## src/rtl/pingpong_count_ctrl.sv

```systemverilog
// Ping-pong counter: LED walks between lo and hi, dwelling DWELL ticks at each end.
// Stepping is paced by a clock-enable tick from a power-of-two prescaler.
module pingpong_count_ctrl #(
    parameter int BASE_SHIFT = 20,
    parameter int DWELL      = 4
) (
    input  logic       clk,
    input  logic       reset,
    input  logic       En,
    input  logic [2:0] SW,
    input  logic       start,
    input  logic       stop,
    input  logic [7:0] lo,
    input  logic [7:0] hi,
    output logic [7:0] LED,
    output logic [7:0] Dao,
    output logic       dir,
    output logic       busy,
    output logic       tick,
    output logic [2:0] fsm_state
);

    localparam int CW = BASE_SHIFT + 7;
    localparam logic [7:0] DWELL_LAST = 8'(DWELL - 1);

    typedef enum logic [2:0] {
        IDLE     = 3'd0,
        UP       = 3'd1,
        DWELL_HI = 3'd2,
        DOWN     = 3'd3,
        DWELL_LO = 3'd4
    } state_t;

    state_t        state, state_n;
    logic [CW-1:0] cnt, cnt_n, pmax;
    logic [7:0]    led_n, dcnt, dcnt_n;
    logic [2:0]    sw_q;
    logic          sw_changed;

    // P-1 = 2^(BASE_SHIFT+SW)-1 is the all-ones counter width trimmed by (7-SW) bits.
    assign pmax       = {CW{1'b1}} >> (3'd7 - SW);
    assign sw_changed = (SW != sw_q);

    assign busy      = (state != IDLE);
    assign dir       = (state == IDLE) || (state == UP) || (state == DWELL_LO);
    assign tick      = busy && En && (cnt == pmax);
    assign Dao       = ~LED;
    assign fsm_state = state;

    always_ff @(posedge clk or negedge reset) begin
        if (!reset) begin
            state <= IDLE;
            LED   <= 8'h00;
            cnt   <= '0;
            dcnt  <= 8'h00;
            sw_q  <= 3'd0;
        end else begin
            state <= state_n;
            LED   <= led_n;
            cnt   <= cnt_n;
            dcnt  <= dcnt_n;
            sw_q  <= SW;
        end
    end

    always_comb begin
        state_n = state;
        led_n   = LED;
        cnt_n   = cnt;
        dcnt_n  = dcnt;
        if (stop) begin
            state_n = IDLE;
            cnt_n   = '0;
            dcnt_n  = 8'h00;
        end else if (start) begin
            state_n = UP;
            led_n   = lo;
            cnt_n   = '0;
            dcnt_n  = 8'h00;
        end else begin
            if (state == IDLE || sw_changed) begin
                cnt_n = '0;
            end else if (En) begin
                cnt_n = tick ? '0 : cnt + CW'(1);
            end
            if (tick) begin
                case (state)
                    UP: begin
                        if (LED < hi) begin
                            led_n = LED + 8'd1;
                            if (led_n == hi) state_n = DWELL_HI;
                        end else begin
                            state_n = DWELL_HI;
                        end
                    end
                    DOWN: begin
                        if (LED > lo) begin
                            led_n = LED - 8'd1;
                            if (led_n == lo) state_n = DWELL_LO;
                        end else begin
                            state_n = DWELL_LO;
                        end
                    end
                    DWELL_HI, DWELL_LO: begin
                        if (dcnt == DWELL_LAST) begin
                            state_n = (state == DWELL_HI) ? DOWN : UP;
                            dcnt_n  = 8'h00;
                        end else begin
                            dcnt_n = dcnt + 8'd1;
                        end
                    end
                    default: state_n = IDLE;
                endcase
            end
        end
    end

endmodule
```

## config.mk

```make
export PLATFORM = sky130hd
export DESIGN_NAME = pingpong_count_ctrl
export DESIGN_NICKNAME = d
export VERILOG_FILES = /design/src/rtl/pingpong_count_ctrl.sv
export SDC_FILE = /design/constraint.sdc
export NUM_CORES = 1
export LEC_CHECK = 0
export ABC_AREA = 0
export BUFFER_PORTS_ARGS = -buffer_cell sky130_fd_sc_hd__buf_2
export CAP_MARGIN = 15
export CORE_MARGIN = 2
export CORE_UTILIZATION = 38
export CTS_BUF_LIST = sky130_fd_sc_hd__clkbuf_4
export DETAILED_ROUTE_END_ITERATION = 8
export REMOVE_ABC_BUFFERS = 1
export SYNTH_ARGS = -nofsm -noshare
export SYNTH_HDL_FRONTEND = slang
export SYNTH_SLANG_ARGS = --single-unit
```

## constraint.sdc

```tcl
create_clock -name clk -period 3.3 [get_ports clk]
set_input_delay 0.165 -clock clk [delete_from_list [all_inputs] [get_ports clk]]
set_output_delay 0.165 -clock clk [all_outputs]
set_load 0.005 [all_outputs]
```

==> metrics list, run 1 <==
- Power per standard cell area: around 330 nW/um^2
- Cell internal power was estimated by the tool at ~900 uW.
* Register area share after synthesis: approximately 33%
* Endpoint class of the critical path: flip-flop
- After synthesis the netlist holds a flip-flop and latch count of 49.
- In this run the worst hold path is classified as in -> reg.
- On the final layout, the worst clock skew is around 0.02 ns.
* Worst-path maximum fanout: 9
- Via total after detailed routing: approximately 3300
* Drt via density: roughly 5.5
* Hold slack: about 0.069 ns
- DRT antenna net count: 0
- From left edge to right edge, the die measures just over 100 um.
- Async set-reset flop share out of synthesis: 100%
* Maximum vdd ir drop: between 0.1 and 0.15 mV
- TritonCTS clock tree: yes
- Measured along the y axis, the die boundary spans 103 um.
* Mapped Avg Cell Area: about 8.6 um^2
* Clk root buf: sky130_fd_sc_hd__clkbuf_4
* Sinks on Clock Net: 49
- Warnings from Yosys: 0
- Quantity of hold-fixing buffers added after cts: 4
- Setup WS post-layout: ~0.47 ns
- Clk pwr share: around a fifth
- The run finished with clean final reports.
- The completed layout was analyzed and its total power is ~1.4 mW.
- Gpl congestion: ~0.96
* Residual DRC: 0
- Post-synth EDFFs: 0
* DIE AREA: ~11000 um^2
- After clock tree synthesis, the clock-pin slew on the worst setup and hold paths is around 0.14 ns.
* Part of the power in combinational logic: roughly 30%
* Highest attainable clock frequency: ~350 MHz
* Sequential group share of total power: 49.9%
- The number of global-route vias before repair came to 3127.
- Starting density of the core: 38.6%
* Fin nets: 520
* Path type of the worst setup path: reg -> reg
- Number of buffers created by CTS: 5
- Net load switching power: roughly 480 uW
- The core region is a little under 10000 um^2.
- Setup violations remaining at the end of the flow were counted as 0.
- Dividing the detail-routed wire length by the instance count gives roughly 15 um.
* Number of optimization iterations in the first detailed-route pass: 4
- Wire length of the first global-routing pass: between 15000 and 20000 um
- At the worst endpoint, the required time is between 3 and 4 ns.
- Remaining global-route overflow: 0
* Number of unique standard cell types used by synthesis: 60
- Max capacitance violation total: 0
- Count of instances resized after the clock tree is built: 0
- Switching power share of the total: a little over a third
- Ratio of cells with drive above 1 in the final layout: between 10% and 20%
- The count of buffers added on input and output ports is 45.
- Global routing used a little under a fifth of the available tracks.
- Number of top-level design ports: 46
- Once the clock tree was built, the setup fixing pass inserted 0 buffers.
* Area added between synthesis and finish: 12.5%
- The number of slew-limit violations in the final report was 0.
- Summed over all cells, the static leakage comes to roughly 1.8 nW.
- Entering global routing, the biggest net connects roughly 40 pins.
- Number of antenna violations at the first check in global routing: 0
* RSZ-0062 raised after global routing: no
* Worst Max-Slew Pin Slew: between 0.9 and 1 ns
- For this run, the leading register cell type out of synthesis is sky130_fd_sc_hd__dfrtp_1.
- Final-report hold violation count: 0
- The cell count after synthesis came out at 434.
- Sum of negative setup slack: 0 ns
- Drt total wl: 9380 um
* Startpoint type of the worst setup path: flip-flop
* Area of the mapped netlist: approximately 3700 um^2
- Endpoint arrival time on the critical path: about 3.1 ns
- # diodes: 0
- Measured against its own limit, the worst slew margin works out to 39.1%.
- Part of the cycle the worst path needs: a little under nine tenths
* Iteration-0 DRC Markers: roughly 130
* Worst-case setup slack after placement: around 0.52 ns
* # rows: 36
- The wire-length estimate of the detail-placed layout is approximately 6800 um.
- The clock period could shrink to between 2 and 3 ns.
- Clock latency at the later pin of the worst-skew pair: ~0.37 ns
- The H-tree was split into 2 levels.
- The longest clock path from root to sink contains 2 buffers.
==> final timing paths <==
kind                          from            to  slack (ns)  cells past startpoint
setup / recovery            LED[0]  fsm_state[1]        0.47                      9
hold / removal               lo[0]        LED[0]        0.07                      3
setup reg to reg            LED[0]  fsm_state[1]        0.47                      9
hold reg to reg            dcnt[0]       dcnt[0]        0.54                      1
max in group asynchronous    reset       dcnt[5]        2.13                      3
min in group asynchronous    reset        cnt[8]        0.45                      2
==> layout make-up <==
type	count	area [um^2]
Fill cell	1004	5460
Multi-Input combinational cell	336	2310
Sequential cell	49	1230
Timing Repair Buffer	57	325
Tap cell	133	166
Inverter	27	101
Clock buffer	5	37.5
Clock inverter	3	17.5
==> worst max-delay path, cell delays in order, from the launching register on <==
cell	delay (ns)
sky130_fd_sc_hd__dfrtp_1	0.49
sky130_fd_sc_hd__inv_1	0.20
sky130_fd_sc_hd__ha_1	0.31
sky130_fd_sc_hd__nor3b_1	0.40
sky130_fd_sc_hd__a21oi_1	0.12
sky130_fd_sc_hd__o32ai_1	0.26
sky130_fd_sc_hd__nor4b_2	0.24
sky130_fd_sc_hd__nor3_1	0.13
sky130_fd_sc_hd__or4_1	0.48
sky130_fd_sc_hd__a21oi_1	0.15
==> power groups by stage <==
| stage | clock network (mW) | registers, mW | logic (mW) |
|---|---|---|---|
| global placement | 0 | 0.687 | 0.397 |
| floorplan | 0 | 0.674 | 0.258 |
| global route | 0.321 | 0.685 | 0.459 |
| detailed placement | 0 | 0.689 | 0.400 |
| CTS | 0.294 | 0.678 | 0.406 |
| finish | 0.277 | 0.678 | 0.405 |
==> cell families after synthesis <==
logic type	synth area share [%]
AOI/OAI and AO/OA	17.3
and+or+nand+nor	26.1
DFF	33.0
muxes	0.841
buffers and inverters	4.98
xor gates and xnor gates	11.1
adders and majority gates	6.73
==> stage by stage <==
stage | std cells | cell area [um^2] | util, %
6_report | 610 | 4180 | 43.4
5_1_grt | 610 | 4180 | 43.4
4_1_cts | 610 | 4180 | 43.4
3_5_place_dp | 598 | 4090 | 42.4
3_3_place_gp | 598 | 4090 | 42.4
2_1_floorplan | 412 | 3630 | -
==> Yosys cell counts (all sizes together), types with 3 or more instances <==
cell	number	area share, %
dfrtp	49	33
nor2	46	4.6
inv	26	2.6
nand2	24	2.4
xnor2	24	5.7
xor2	23	5.4
nand3	21	2.8
ha	20	6.7
clkbuf	18	1.8
o21ai	18	2.4
nand4	17	2.9
nor3	16	2.2
and3	12	2.0
a21oi	9	1.2
a22oi	8	1.6
nand2b	7	1.2
o31ai	7	1.8
and4	6	1.4
nor2b	6	1.0
a211oi	5	1.0
a211o	4	0.94
a311o	4	1.1
buf	4	0.44
nand4b	4	0.94
nor3b	4	0.81
o21a	4	0.81
or2	4	0.67
a21o	3	0.61
a31oi	3	0.50
nor4	3	0.50
o311ai	3	0.71
==> placed cells by master (no fill, tap or decap), types with 18 or more instances in the layout <==
master	count
sky130_fd_sc_hd__dfrtp_1	49
sky130_fd_sc_hd__nor2_1	46
sky130_fd_sc_hd__buf_2	45
sky130_fd_sc_hd__inv_1	25
sky130_fd_sc_hd__nand2_1	24
sky130_fd_sc_hd__xnor2_1	24
sky130_fd_sc_hd__xor2_1	23
sky130_fd_sc_hd__nand3_1	21
sky130_fd_sc_hd__ha_1	20
sky130_fd_sc_hd__o21ai_0	18
==> routing by layer <==
layer | part of all wire (%) | GRT usage, % | vias to the layer above
li1 | - | - | 1658
met1 | 45 | 26.9 | 1581
met2 | 48 | 30.7 | 90
met3 | 5.4 | 2.71 | 8
met4 | 1.3 | 4.15 | 0
met5 | 0 | 0 | -
==> sequential cells by signal (all words and copies together) (netlist names) <==
name       cells
LED            8
dcnt           8
sw_q           3
fsm_state      3
cnt           27
Power figures use the tool's default switching activity.
==> run 2: changes to the inputs <==
--- a/config.mk
+++ b/config.mk
@@ -13,6 +13,7 @@
 export CTS_BUF_LIST = sky130_fd_sc_hd__clkbuf_4
 export DETAILED_ROUTE_END_ITERATION = 8
 export REMOVE_ABC_BUFFERS = 1
+export SKIP_LAST_GASP = 1
 export SYNTH_ARGS = -nofsm -noshare
 export SYNTH_HDL_FRONTEND = slang
 export SYNTH_SLANG_ARGS = --single-unit
==> constraint.sdc (replaced) <==
create_clock -name clk -period 2.5 [get_ports clk]
set_input_delay 0.125 -clock clk [delete_from_list [all_inputs] [get_ports clk]]
set_output_delay 0.125 -clock clk [all_outputs]
set_load 0.005 [all_outputs]
==> run 2 against run 1 <==
Effect of this change: critical path depth stayed put; clock skew is 0.0077 ns lower; worst hold slack worse by 0.054 ns; register-to-register slack worse by 0.41 ns; design area is 8.6% higher; largest power group unchanged.
==> metrics list, run 2 (same netlist as run 1, synthesis figures left out) <==
- Most common library cell in the layout ignoring fill and taps: sky130_fd_sc_hd__dfrtp_1 (unchanged)
- Flip-flop count of the largest register, all copies and words added: 27 (unchanged)
- The number of remaining DRC errors is 0 (unchanged).
* Net load switching power: 686 uW (was 480 uW)
* DIE AREA: 10600 um^2 (unchanged)
- RSZ-0062 raised after global routing: yes (was no).
- Most flop-heavy register: cnt (unchanged)
- DRT antenna net count: 0 (unchanged)
* Power per standard cell area: 449 nW/um^2 (was 325 nW/um^2)
- Post-layout min period: 2.45 ns (was 2.83 ns)
* Avg WL per Cell: 15.6 um (was 15.4 um)
- The overall power was 2.04 mW (was 1.36 mW).
- Clk pwr share: 24.1% (was 20.3%)
* Clock H-tree levels: 2 (unchanged)
- DPL Wire Length: 7420 um (was 6770 um)
- The I/O pin count is 46 (unchanged).
* Vertical die dimension: 103 um (unchanged)
* Sequential group share of total power: 42.1% (was 49.9%)
- Cell total after placement: 630 (was 598)
- Most frequent cells in the layout: sky130_fd_sc_hd__dfrtp_1, sky130_fd_sc_hd__nor2_1, sky130_fd_sc_hd__buf_2 (unchanged)
- Fin nets: 555 (was 520)
- The core region area came to 9640 um^2 (unchanged).
- Drt total wl: 10100 um (was 9380 um)
- The initial core utilization is 38.6% (unchanged).
- Setup WS post-layout: 0.0545 ns (was 0.467 ns)
- The number of maximum-capacitance violations came to 0 (unchanged).
- Sequential cell area: 1230 um^2 (unchanged)
- The type of origin of the critical path is a flip-flop (unchanged).
* Clock latency at the later pin of the worst-skew pair: 0.39 ns (was 0.37 ns)
- Via total after detailed routing: 3503 (was 3337)
- The violation count after the first detailed-routing iteration is 144 (was 131).
* Finished Layout Cells: 645 (was 610)
* Biggest regs: cnt x27, LED x8, dcnt x8 (unchanged)
- Part of the cycle the worst path needs: 97.8% (was 85.9%)
- The clock slew seen by the registers of the worst setup and hold paths is 0.15 ns (was 0.14 ns).
- Maximum vdd ir drop: 0.250 mV (was 0.146 mV)
- Width of the chip: 103 um (unchanged)
* Fillers: 983 (was 1004)
* Area taken by multi-input logic gates: 2360 um^2 (was 2310 um^2)
- Pins Over Slew Limit: 0 (unchanged)
- # diodes: 0 (unchanged)
- Clk root buf: sky130_fd_sc_hd__clkbuf_4 (unchanged)
- The post-placement worst setup slack was 0.0249 ns (was 0.520 ns).
* Number of I/O port buffers: 45 (unchanged)
- Sinks on Clock Net: 49 (unchanged)
- Final-report hold violation count: 0 (unchanged)
* Path type of the worst setup path: reg -> reg (unchanged)
- The total global routing track utilization was 19.9% (was 18.9%).
- The cell-internal power is 1.35 mW (was 880 uW).
- # rows: 36 (unchanged)
* Worst Max-Slew Pin Slew: 0.669 ns (was 0.913 ns)
* Pin count of the biggest net entering global routing: 22 (was 41)
* Wire length of the first global-routing pass: 16800 um (was 15900 um)
* Clock skew: 0.0123 ns (was 0.0200 ns)
- The area added between synthesis and finish is 22.1% (was 12.5%).
- The clock tree from TritonCTS is yes (unchanged).
* Remaining global-route overflow: 0 (unchanged)
* Part of the power in combinational logic: 33.8% (was 29.8%)
- Endpoint required time on the critical path: 2.83 ns (was 3.60 ns)
- Leakage Power: 1.99 nW (was 1.79 nW)
- The number of antenna violations at the first check in global routing is 0 (unchanged).
- Outcome: complete, no violations (unchanged).
* Ratio of cells with drive above 1 in the final layout: 22.9% (was 15.5%)
- The number of global-route vias before repair is 3422 (was 3127).
* Drt via density: 5.43 (was 5.47)
* Endpoint class of the critical path: flip-flop (unchanged)
- Worst max-slew margin expressed relative to the limit: 55.3% (was 39.1%)
- Highest attainable clock frequency: 409 MHz (was 353 MHz)
- Endpoint arrival time on the critical path: 2.78 ns (was 3.13 ns)
* Number of buffers created by CTS: 5 (unchanged)
* Number of optimization iterations in the first detailed-route pass: 5 (was 4)
- Sum of negative setup slack: 0 ns (unchanged)
- Gpl congestion: 0.917 (was 0.956)
- Worst min-delay path category: in -> reg (unchanged)
* Final-report setup violation count: 0 (unchanged)
- The switching share of total power is 33.6% (was 35.3%).
- Buffer levels on the longest clock path: 2 (unchanged)
- The highest fanout seen on the critical path is 3 (was 9).
==> run 2: worst max-delay path, cell delays in order, from the launching register on <==
cell and delay [ns]:
sky130_fd_sc_hd__dfrtp_1 0.43, sky130_fd_sc_hd__inv_1 0.13, sky130_fd_sc_hd__ha_4 0.23, sky130_fd_sc_hd__xnor2_1 0.15
sky130_fd_sc_hd__a311oi_2 0.27, sky130_fd_sc_hd__o311ai_1 0.19, sky130_fd_sc_hd__nor4b_4 0.29, sky130_fd_sc_hd__nor3_2 0.07
sky130_fd_sc_hd__or4_1 0.49, sky130_fd_sc_hd__a21oi_2 0.14
==> run 2: timing repair <==
action                                 in CTS  in global routing
setup endpoints to repair                   2                 14
endpoints found under the hold margin      22                  0
buffers inserted                            1                  2
pin swaps                                   0                  3
hold buffers                                4                  0
gates resized for setup                     1                 12
==> run 2: through the flow <==
step                      area, um^2  utilization [%]  hold WS [ns]
after CTS                       4470             46.4        0.0156
final                           4540             47.1        0.0152
after global routing            4540             47.1        0.0236
after floorplan                 3630                -        -0.171
after global placement          4340             45.0         0.128
after detailed placement        4340             45.0         0.138
==> run 2: cell type report <==
type                    count  area share (%)
repair buffers             92            13.4
clock inverters             2           0.744
clock buffers               6           0.992
well taps                 133            3.67
flip-flops and latches     49            27.0
multi-input cells         336            52.0
inverters                  27            2.23
==> run 2: worst paths after layout <==
kind	startpoint	end	slack (ns)	cells after the start
max	LED[1]	fsm_state[1]	0.05	9
min	lo[4]	LED[4]	0.02	3
max reg2reg	LED[1]	fsm_state[1]	0.05	9
min reg2reg	cnt[0]	cnt[0]	0.52	1
max in group asynchronous	reset	dcnt[5]	1.63	3
min in group asynchronous	reset	LED[1]	0.24	2
==> run 2: per-layer routing <==
layer  global-route usage [%]  vias to the layer above  part of all wire (%)
li1                         -                     1723                     -
met1                     27.7                     1687                    48
met2                     32.3                       77                    47
met3                     2.98                       16                   4.4
met4                     5.36                        0                   1.1
met5                        0                        -                     0
==> run 2: power groups by stage <==
stage	Combinational (mW)	Sequential (mW)	Clock, mW
after floorplan	0.341	0.889	0
after global placement	0.634	0.872	0
after detailed placement	0.644	0.872	0
after CTS	0.658	0.858	0.505
after global routing	0.763	0.863	0.539
final	0.690	0.859	0.491
